## src/rtl/sdram_cmd_sched.sv

```systemverilog
`timescale 1ns/1ps
// SDRAM command scheduler: power-up init sequence, then arbitration of Apple
// accesses, periodic refresh and flash fill writes onto one command bus.
module sdram_cmd_sched #(
    parameter int unsigned TINIT    = 5000,
    parameter int unsigned NINITREF = 8,
    parameter int unsigned TRFC     = 2,
    parameter int unsigned TMRD     = 2,
    parameter int unsigned TAPW     = 3,
    parameter int unsigned REFINT   = 128
) (
    input  logic       C25M,
    input  logic       nRES,
    input  logic       apple_req,
    input  logic       apple_we,
    input  logic       fill_req,
    output logic       fill_ack,
    output logic       rd_valid,
    output logic       sd_oe,
    output logic       RCKE,
    output logic       nRCS,
    output logic       nRAS,
    output logic       nCAS,
    output logic       nSWE,
    output logic [2:0] amux,
    output logic       init_done,
    output logic       ref_overrun
);

    localparam int unsigned PW = $clog2(TINIT + 1);
    localparam int unsigned RW = $clog2(NINITREF + 1);
    localparam int unsigned TW = $clog2(REFINT);
    localparam int unsigned WW = 3;

    localparam logic [3:0] CMD_NOP  = 4'b1111;
    localparam logic [3:0] CMD_ACT  = 4'b0011;
    localparam logic [3:0] CMD_RD   = 4'b0101;
    localparam logic [3:0] CMD_WR   = 4'b0100;
    localparam logic [3:0] CMD_PRE  = 4'b0010;
    localparam logic [3:0] CMD_AREF = 4'b0001;
    localparam logic [3:0] CMD_LMR  = 4'b0000;

    typedef enum logic [2:0] {
        ST_PWRUP, ST_WAIT, ST_INITREF, ST_LMR, ST_IDLE, ST_APPLE, ST_FILL
    } state_t;

    state_t        state, state_n, ret, ret_n;
    logic [WW-1:0] wcnt, wcnt_n;
    logic [PW-1:0] pcnt, pcnt_n;
    logic [RW-1:0] irc, irc_n;
    logic [TW-1:0] tcnt;
    logic [1:0]    debt;
    logic [3:0]    cmd_q, cmd_n;
    logic [2:0]    amux_n;
    logic          sd_oe_n, fill_ack_n;
    logic          pend, pend_n, pend_we, pend_we_n, cur_we, cur_we_n;
    logic          rd_issue, ref_issue, tick;
    logic [1:0]    rd_sh;

    assign RCKE = 1'b1;
    assign {nRCS, nRAS, nCAS, nSWE} = cmd_q;
    assign tick = init_done && (tcnt == TW'(REFINT - 1));

    // Next-state, next-command and request latching.
    always_comb begin
        state_n    = state;
        ret_n      = ret;
        wcnt_n     = wcnt;
        pcnt_n     = pcnt;
        irc_n      = irc;
        cmd_n      = CMD_NOP;
        amux_n     = amux;
        sd_oe_n    = 1'b0;
        fill_ack_n = 1'b0;
        rd_issue   = 1'b0;
        ref_issue  = 1'b0;
        pend_n     = pend;
        pend_we_n  = pend_we;
        cur_we_n   = cur_we;

        // A request that cannot start now is held; a newer one overwrites it.
        if (apple_req && init_done && state != ST_IDLE) begin
            pend_n    = 1'b1;
            pend_we_n = apple_we;
        end

        case (state)
            ST_PWRUP: begin
                if (pcnt == PW'(TINIT)) begin
                    cmd_n   = CMD_PRE;
                    amux_n  = 3'd1;
                    wcnt_n  = '0;
                    ret_n   = ST_INITREF;
                    state_n = ST_WAIT;
                end else begin
                    pcnt_n = pcnt + PW'(1);
                end
            end
            ST_WAIT: begin
                if (wcnt == '0) state_n = ret;
                else            wcnt_n  = wcnt - WW'(1);
            end
            ST_INITREF: begin
                cmd_n   = CMD_AREF;
                amux_n  = 3'd1;
                wcnt_n  = WW'(TRFC - 1);
                irc_n   = irc + RW'(1);
                ret_n   = (irc == RW'(NINITREF - 1)) ? ST_LMR : ST_INITREF;
                state_n = ST_WAIT;
            end
            ST_LMR: begin
                cmd_n   = CMD_LMR;
                amux_n  = 3'd0;
                wcnt_n  = WW'(TMRD - 1);
                ret_n   = ST_IDLE;
                state_n = ST_WAIT;
            end
            ST_IDLE: begin
                if (apple_req || pend) begin
                    cmd_n    = CMD_ACT;
                    amux_n   = 3'd4;
                    cur_we_n = apple_req ? apple_we : pend_we;
                    pend_n   = 1'b0;
                    state_n  = ST_APPLE;
                end else if (debt != 2'd0) begin
                    cmd_n     = CMD_AREF;
                    amux_n    = 3'd1;
                    ref_issue = 1'b1;
                    wcnt_n    = WW'(TRFC - 1);
                    ret_n     = ST_IDLE;
                    state_n   = ST_WAIT;
                end else if (fill_req) begin
                    cmd_n   = CMD_ACT;
                    amux_n  = 3'd6;
                    state_n = ST_FILL;
                end
            end
            ST_APPLE: begin
                cmd_n    = cur_we ? CMD_WR : CMD_RD;
                amux_n   = 3'd5;
                sd_oe_n  = cur_we;
                rd_issue = ~cur_we;
                wcnt_n   = WW'(TAPW - 1);
                ret_n    = ST_IDLE;
                state_n  = ST_WAIT;
            end
            ST_FILL: begin
                cmd_n      = CMD_WR;
                amux_n     = 3'd7;
                sd_oe_n    = 1'b1;
                fill_ack_n = 1'b1;
                wcnt_n     = WW'(TAPW - 1);
                ret_n      = ST_IDLE;
                state_n    = ST_WAIT;
            end
            default: state_n = ST_PWRUP;
        endcase
    end

    // State, registered pins and refresh bookkeeping.
    always_ff @(posedge C25M or negedge nRES) begin
        if (!nRES) begin
            state       <= ST_PWRUP;
            ret         <= ST_PWRUP;
            wcnt        <= '0;
            pcnt        <= '0;
            irc         <= '0;
            tcnt        <= '0;
            debt        <= 2'd0;
            cmd_q       <= CMD_NOP;
            amux        <= 3'd1;
            sd_oe       <= 1'b0;
            fill_ack    <= 1'b0;
            rd_valid    <= 1'b0;
            rd_sh       <= 2'b00;
            pend        <= 1'b0;
            pend_we     <= 1'b0;
            cur_we      <= 1'b0;
            init_done   <= 1'b0;
            ref_overrun <= 1'b0;
        end else begin
            state     <= state_n;
            ret       <= ret_n;
            wcnt      <= wcnt_n;
            pcnt      <= pcnt_n;
            irc       <= irc_n;
            cmd_q     <= cmd_n;
            amux      <= amux_n;
            sd_oe     <= sd_oe_n;
            fill_ack  <= fill_ack_n;
            pend      <= pend_n;
            pend_we   <= pend_we_n;
            cur_we    <= cur_we_n;
            // CAS latency 2: data is on SD two cycles after the RD command.
            rd_sh     <= {rd_sh[0], rd_issue};
            rd_valid  <= rd_sh[1];
            init_done <= init_done | (state == ST_IDLE);
            if (init_done) tcnt <= tick ? '0 : tcnt + TW'(1);
            if (tick && !ref_issue) begin
                if (debt == 2'd3) ref_overrun <= 1'b1;
                else              debt        <= debt + 2'd1;
            end else if (!tick && ref_issue) begin
                debt <= debt - 2'd1;
            end
        end
    end

endmodule

```

## config.mk

```make
export PLATFORM = sky130hd
export DESIGN_NAME = sdram_cmd_sched
export DESIGN_NICKNAME = d
export VERILOG_FILES = /design/src/rtl/sdram_cmd_sched.sv
export SDC_FILE = /design/constraint.sdc
export NUM_CORES = 1
export LEC_CHECK = 0
export CELL_PAD_IN_SITES_DETAIL_PLACEMENT = 2
export CELL_PAD_IN_SITES_GLOBAL_PLACEMENT = 2
export CORE_MARGIN = 4
export CORE_UTILIZATION = 41
export DETAILED_ROUTE_END_ITERATION = 6
export PLACE_DENSITY = 0.94
export SLEW_MARGIN = 20
export SYNTH_ARGS = -nofsm -noshare
export SYNTH_HDL_FRONTEND = slang
export SYNTH_SLANG_ARGS = --single-unit
```

## constraint.sdc

```tcl
create_clock -name C25M -period 5.3 [get_ports C25M]
set_input_delay 1.06 -clock C25M [delete_from_list [all_inputs] [get_ports C25M]]
set_output_delay 1.06 -clock C25M [all_outputs]
set_load 0.03 [all_outputs]
```

==> results of run 1 <==
registers in the layout (all words and copies together) (netlist names):
| signal | count |
|---|---|
| pcnt | 13 |
| tcnt | 7 |
| cmd_q | 4 |
| irc | 4 |
| amux | 3 |
| ret | 3 |
| state | 3 |
| wcnt | 3 |
| debt | 2 |
| rd_sh | 2 |
| cur_we | 1 |
| fill_ack | 1 |
| init_done | 1 |
| pend | 1 |
| pend_we | 1 |
| rd_valid | 1 |
| ref_overrun | 1 |
| sd_oe | 1 |
layout make-up:
class | count | area, um2 | share of cell area
clock buffer | 6 | 82.58 | 0.02855
timing repair buffer | 17 | 162.7 | 0.05623
clock inverter | 2 | 38.79 | 0.01341
inverter | 11 | 41.29 | 0.01427
tap | 75 | 93.84 | 0.03244
sequential | 52 | 1308 | 0.4520
multi-input combinational | 167 | 1166 | 0.4031
cells by family (layout without fill, tap and decap cells):
| kind of cell | after synthesis | after routing | share of synthesized area |
|---|---|---|---|
| AOI/OAI and AO/OA | 47 | 47 | 0.1274 |
| xor gates and xnor gates | 23 | 23 | 0.07857 |
| adders and majority gates | 6 | 6 | 0.02928 |
| buffers and inverters | 22 | 36 | 0.03514 |
| DFF | 52 | 52 | 0.5100 |
| muxes | 4 | 4 | 0.01708 |
| other | 1 | 1 | 0.001463 |
| and+or+nand+nor | 86 | 86 | 0.2011 |
through the flow:
step           hold slack, ns  std cells  instance area, um2
3_5_place_dp           0.3364        322                2771
4_1_cts                0.3593        330                2893
3_3_place_gp           0.3327        322                2771
6_report               0.3566        330                2893
5_1_grt                0.3670        330                2893
2_1_floorplan          0.3312        241                2564
cell usage after synthesis (2+ instances only):
cell type  count  share of area
xnor2_1       17          0.058
nand4_1        6          0.015
nand2b_1       3         0.0073
nand3_1       13          0.025
nand3b_1       2         0.0059
and3_1         4         0.0098
a22o_1         3          0.010
nor2b_1        2         0.0049
nand2_1       12          0.018
buf_1          2         0.0029
or2_1          2         0.0049
or3_1          5          0.012
clkbuf_1       5         0.0073
a31oi_1        3         0.0073
nor4_2         2         0.0098
mux2_2         2         0.0088
or2_2          2         0.0049
nor4b_1        2         0.0068
a221oi_1       2         0.0068
o21ai_1        4         0.0078
nor2_1        14          0.020
o21ai_0       11          0.021
nor3_1         6          0.012
ha_1           6          0.029
a21oi_1        9          0.018
xor2_1         6          0.020
dfrtp_1       47           0.46
buf_2          3         0.0059
a22oi_1        3         0.0088
dfstp_2        5          0.051
inv_1         10          0.015
worst register-to-register path, stage by stage, from the launching register on:
cell,delay (ns)
dfrtp_1,0.91
clkinv_1,0.58
or3_1,0.53
nand3_1,0.12
mux2_2,0.33
path summary, 6_finish.rpt:
kind / startpoint / endpoint / depth (start not counted)
worst max register to register: state[2] / pend_we / 4
worst min register to register: rd_sh[0] / rd_sh[1] / 0
worst min-delay path: rd_sh[0] / rd_sh[1] / 0
max in group asynchronous: nRES / pcnt[1] / 2
min in group asynchronous: nRES / cur_we / 2
worst max-delay path: apple_req / state[1] / 5
power groups by stage:
stage	logic (mW)	registers, mW	clock network, mW
3_3_place_gp	0.0162	0.405	0
6_report	0.0161	0.397	0.293
2_1_floorplan	0.00304	0.406	0
4_1_cts	0.0166	0.397	0.301
3_5_place_dp	0.0163	0.405	0
5_1_grt	0.0183	0.398	0.320
routing by layer:
layer | global-route usage | vias up
li1 | - | 879
met1 | 0.2488 | 1033
met2 | 0.3264 | 26
met3 | 0.02838 | 8
met4 | 0.05666 | 0
met5 | 0 | -
==> results by group, run 1 <==
Timing
  – Fmax: 0.3453 GHz
  – Setup TNS: 0 ns
  – Clock Skew: 0.01121 ns
  – Period utilization: 0.5464
  – Final setup fails: 0
  – Final hold vios: 0
  – Slack of the critical path: 2.404 ns
  – Tmin final: a little under 3 ns
  – Final Max Slew Viols: 0
  – Worst-Margin Slew: 0.8844 ns
  – RSZ-0062 raised after global routing: false
  – Max-slew headroom: 0.4050

Setup path
  – WP data required: 5.46 ns
  – Worst Path Arrival: 3.06 ns
  – Critical path type: in2reg
  – CP Capture Type: flip-flop
  – Worst path top cell family by delay: simple AND/OR/NAND/NOR gates
  – CP max-delay cell: nor4_1
  – Worst path cell trace: clkdlybuf4s50_1 -> nor4_1 -> nand3_1 -> and2_2 -> nor4b_4
  – Slowest stage delay, CP: 0.80 ns
  – Worst Setup Start Kind: input port
  – Worst Path Buf+Inv: 1
  – Register-to-register setup slack: 2.73 ns
  – Worst-path maximum fanout: 6

Pwr
  – P_leak: 1.265 nW
  – Seq pwr share: 0.563
  – Pwr dens: 244.1 mW/mm2
  – Switching Fraction: 0.2133
  – Int Pwr: between 500 and 600 uW
  – P_sw: 150.7 uW
  – Comb power frac: 0.023
  – Power share of the clock group: 0.415
  – Total power: 706.2 uW
  – Peak supply drop: between 0.1 and 0.15 mV

Clock network
  – CTS tree: done
  – Clk root buf: clkbuf_8
  – Hold_buf cts: 0
  – CTS Buf Count: 5
  – Clock Latency Late Sink: 0.32 ns
  – Clock Pin Slew Worst Setup and Hold Paths: 0.10 ns
  – H-tree levels: 2
  – Post-CTS setup buffers: 0
  – Worst-case clock buffer depth: 2
  – Post-cts gate resize count: 0
  – CTS Sinks: 52

Global route
  – Total GRT Usage: 0.1907
  – Largest net degree at the start of global routing: 53
  – Initial antenna violation count: 0
  – Vias in the first global route: 2,067
  – Gr ovfl total: 0
  – First-pass GRT wire length: 11,160 um

Cells and area
  – Share of cells above drive strength 1: 0.1098
  – Most common cell after layout, fill and taps aside: dfrtp_1
  – Nets: 265
  – Fillers: 626
  – Antenna diodes: 0
  – Commonest non-fill, non-tap cells in the layout: dfrtp_1 (47), xnor2_1 (17), clkdlybuf4s50_1 (15), nor2_1 (14), nand3_1 (13)
  – Layout Utilization: 0.4829
  – Area Overhead vs Synth: 12.84%

Routing
  – Routed wl met3: about 170 um
  – First-pass DRT Iterations: 4
  – WL per Instance: 20.22 um
  – Top Metal Used: met4
  – WL final: 6674 um
  – ANT nets after route: 0
  – WL met1: just over 3000 um
  – Vias: 1,946
  – Met2 wire len: 3361 um
  – Drt first-iter violations: 92
  – DRC: 0
  – Vias/cell: around 5.9

Run
  – Max-cap violations: 0

Yosys
  – Syn Nets: 252
  – Post-Synthesis Cells: 241
  – Post-Syn Area per Cell: 10.64 um2
  – Post-synthesis sequential area ratio: 0.5100
  – Synthesized flop and latch total: 52
  – EDFF count, synth: 0
  – Post-synth cell types: 59
  – Syn. warnings: 0
  – Synth Flop Type: dfrtp_1
  – Asr flop ratio synth: 1.000
  – Post-Syn Area: 0.002564 mm2

Placement
  – IO Port Bufs: 16
  – DP Worst Slack: 2.196 ns
  – Global placement routability congestion: 0.7663
  – Placed wire-length estimate: 4550 um

Die
  – Chip height: 87.08 um
  – Top-Level Pins: 18
  – Die X: 87.08 um
  – FP Rows: 28
  – Die ar.: roughly 0.0076 mm2
  – Initial Util: 0.4279
  – Core region area: around 0.006 mm2

Outcome
  – Status: finished clean

Hold path
  – Worst Hold Class: reg2reg
(Power assumes the default switching activity.)
==> run 2: changes to the inputs <==
--- a/config.mk
+++ b/config.mk
@@ -8,9 +8,9 @@
 export CELL_PAD_IN_SITES_DETAIL_PLACEMENT = 2
 export CELL_PAD_IN_SITES_GLOBAL_PLACEMENT = 2
 export CORE_MARGIN = 4
-export CORE_UTILIZATION = 41
+export CORE_UTILIZATION = 38
 export DETAILED_ROUTE_END_ITERATION = 6
-export PLACE_DENSITY = 0.94
+export PLACE_DENSITY = 0.89
 export SLEW_MARGIN = 20
 export SYNTH_ARGS = -nofsm -noshare
 export SYNTH_HDL_FRONTEND = slang
==> constraint.sdc (replaced) <==
create_clock -name C25M -period 3 [get_ports C25M]
set_input_delay 0.6 -clock C25M [delete_from_list [all_inputs] [get_ports C25M]]
set_output_delay 0.6 -clock C25M [all_outputs]
set_load 0.03 [all_outputs]
==> run 2 against run 1 <==
Net effect:
- register-to-register slack got worse by 2.0 ns
- worst hold slack worse by 0.096 ns
- worst setup slack lost 1.7 ns
- critical path type is now reg2reg
==> results by group, run 2 (synthesis gave the netlist of run 1 again) <==
Routing
  – Drt first-iter violations: 73 (-21%)
  – First-pass DRT Iterations: 4 (unchanged)
  – WL per Instance: 19.77 um (-2.2%)
  – Vias/cell: 5.655 (-4.1%)
  – DRC: 0 (unchanged)
  – ANT nets after route: 0 (unchanged)
  – Vias: 1,900 (-2.4%)
  – WL final: 6644 um (-0.45%)

Setup path
  – Worst Path Arrival: 2.48 ns (-0.58 ns)
  – Worst Setup SP: state[1]
  – CP Capture Type: flip-flop
  – R2r worst-path depth: 4 (unchanged)
  – WP data required: 3.21 ns (-2.25 ns)
  – Critical R2R Capture: debt[1]
  – Worst-path maximum fanout: 26 (+20)
  – Worst Setup Start Kind: flip-flop
  – Worst R2R Start: state[1]
  – Critical path type: reg2reg
  – Register-to-register setup slack: 0.73 ns (-2.00 ns)

Cells and area
  – Area of the multi-input gates: 0.001166 mm2 (unchanged)
  – Biggest register: pcnt
  – Commonest non-fill, non-tap cells in the layout: dfrtp_1 (47), xnor2_1 (17), clkdlybuf4s50_1 (15), nor2_1 (14), nand3_1 (13)
  – Largest registers: pcnt (13), tcnt (7)
  – Antenna diodes: 0 (unchanged)
  – Most common cell after layout, fill and taps aside: dfrtp_1
  – Nets: 269 (+1.5%)
  – Fin cells: 336 (+1.8%)
  – Area Overhead vs Synth: 13.57%
  – Largest register FFs: 13 (unchanged)
  – Seq. cell area: 0.001308 mm2 (unchanged)
  – Share of cells above drive strength 1: 0.1197 (+0.009887)
  – Fillers: 692 (+11%)

Pwr
  – P_leak: 1.278 nW (+1.0%)
  – Pwr dens: 417.4 mW/mm2 (+71%)
  – Total power: 1.215 mW (+72%)
  – Peak supply drop: 0.1604 mV (+25%)

Clock network
  – CTS Sinks: 52 (unchanged)
  – Clock Latency Late Sink: 0.31 ns (about the same)
  – Hold_buf cts: 0 (unchanged)
  – Clock Pin Slew Worst Setup and Hold Paths: 0.10 ns (about the same)
  – Clk root buf: clkbuf_8
  – CTS Buf Count: 5 (unchanged)
  – CTS tree: done
  – Worst-case clock buffer depth: 2 (unchanged)
  – H-tree levels: 2 (unchanged)
  – Post-cts gate resize count: 0 (unchanged)
  – Post-CTS setup buffers: 0 (unchanged)

Die
  – Chip height: 90.14 um (+3.5%)
  – Die X: 90.14 um (+3.5%)
  – Die ar.: 0.008124 mm2 (+7.2%)
  – Initial Util: 0.3969 (-0.03101)
  – FP Rows: 29 (+3.6%)
  – Top-Level Pins: 18 (unchanged)
  – Core region area: 0.006459 mm2 (+7.8%)

Global route
  – Vias in the first global route: 2,206 (+6.7%)
  – Initial antenna violation count: 0 (unchanged)
  – Gr ovfl total: 0 (unchanged)
  – First-pass GRT wire length: 11,670 um (+4.6%)
  – Total GRT Usage: 0.1755 (-0.01521)
  – Largest net degree at the start of global routing: 32 (-40%)

Timing
  – Clock Skew: 0.009222 ns (-0.001989 ns)
  – Worst-Margin Slew: 0.8837 ns (-0.0006779 ns)
  – Final Max Slew Viols: 0 (unchanged)
  – Final hold vios: 0 (unchanged)
  – Final hold slack: 0.2609 ns (-0.09571 ns)
  – RSZ-0062 raised after global routing: false
  – Final setup fails: 0 (unchanged)
  – Max-slew headroom: 0.4108 (+0.005889)
  – Setup TNS: 0 ns (unchanged)
  – Fmax: 0.4406 GHz
  – Period utilization: 0.7565
  – Tmin final: 2.269 ns

Run
  – Max-cap violations: 0 (unchanged)

Placement
  – Placed wire-length estimate: 4716 um (+3.6%)
  – Global placement routability congestion: 0.8019 (+4.6%)
  – Placed Instances: 328 (+1.9%)
  – IO Port Bufs: 16 (unchanged)

Outcome
  – Status: finished clean

Hold path
  – Worst Hold Class: in2async
run 2: power breakdown:
part	switching [mW]	leakage (nW)	internal, mW
clock network	0.235	0.0552	0.248
registers	0.000681	0.660	0.701
logic	0.0220	0.563	0.00862
run 2: worst max-delay path: stages (launching register included):
cell      delay (ns)
dfrtp_1         0.72
nor3b_1         0.71
and3_1          0.41
o21bai_1        0.11
a22o_1          0.22
run 2: how the worst max path moves through the flow:
stage	endpoint	slack (ns)	cells past startpoint
global placement	wcnt[1]	0.68	5
finish	debt[1]	0.73	4
detailed placement	wcnt[1]	0.62	5
global route	ref_overrun	0.54	4
floorplan	state[1]	1.22	4
CTS	debt[1]	0.75	4
run 2: layout make-up:
type / count / area share
inverters: 11 / 0.01418
clock buffers: 6 / 0.02492
well taps: 77 / 0.03309
flip-flops and latches: 52 / 0.4491
repair buffers: 21 / 0.06618
clock inverters: 2 / 0.01203
multi-input cells: 167 / 0.4005
run 2: through the flow:
stage	area, um2	worst slack (ns)	utilization
after floorplan	2564	1.217	-
after CTS	2912	0.7528	0.4508
after detailed placement	2804	0.6209	0.4341
after global placement	2804	0.6760	0.4341
after global routing	2912	0.5440	0.4508
final	2912	0.7306	0.4508
run 2: metal layers:
layer | track usage | wire length (um) | vias to the layer above
li1 | - | - | 887
met1 | 0.2286 | 3109 | 982
met2 | 0.2999 | 3321 | 25
met3 | 0.03506 | 153 | 6
met4 | 0.04209 | 60 | 0
met5 | 0 | 0 | -
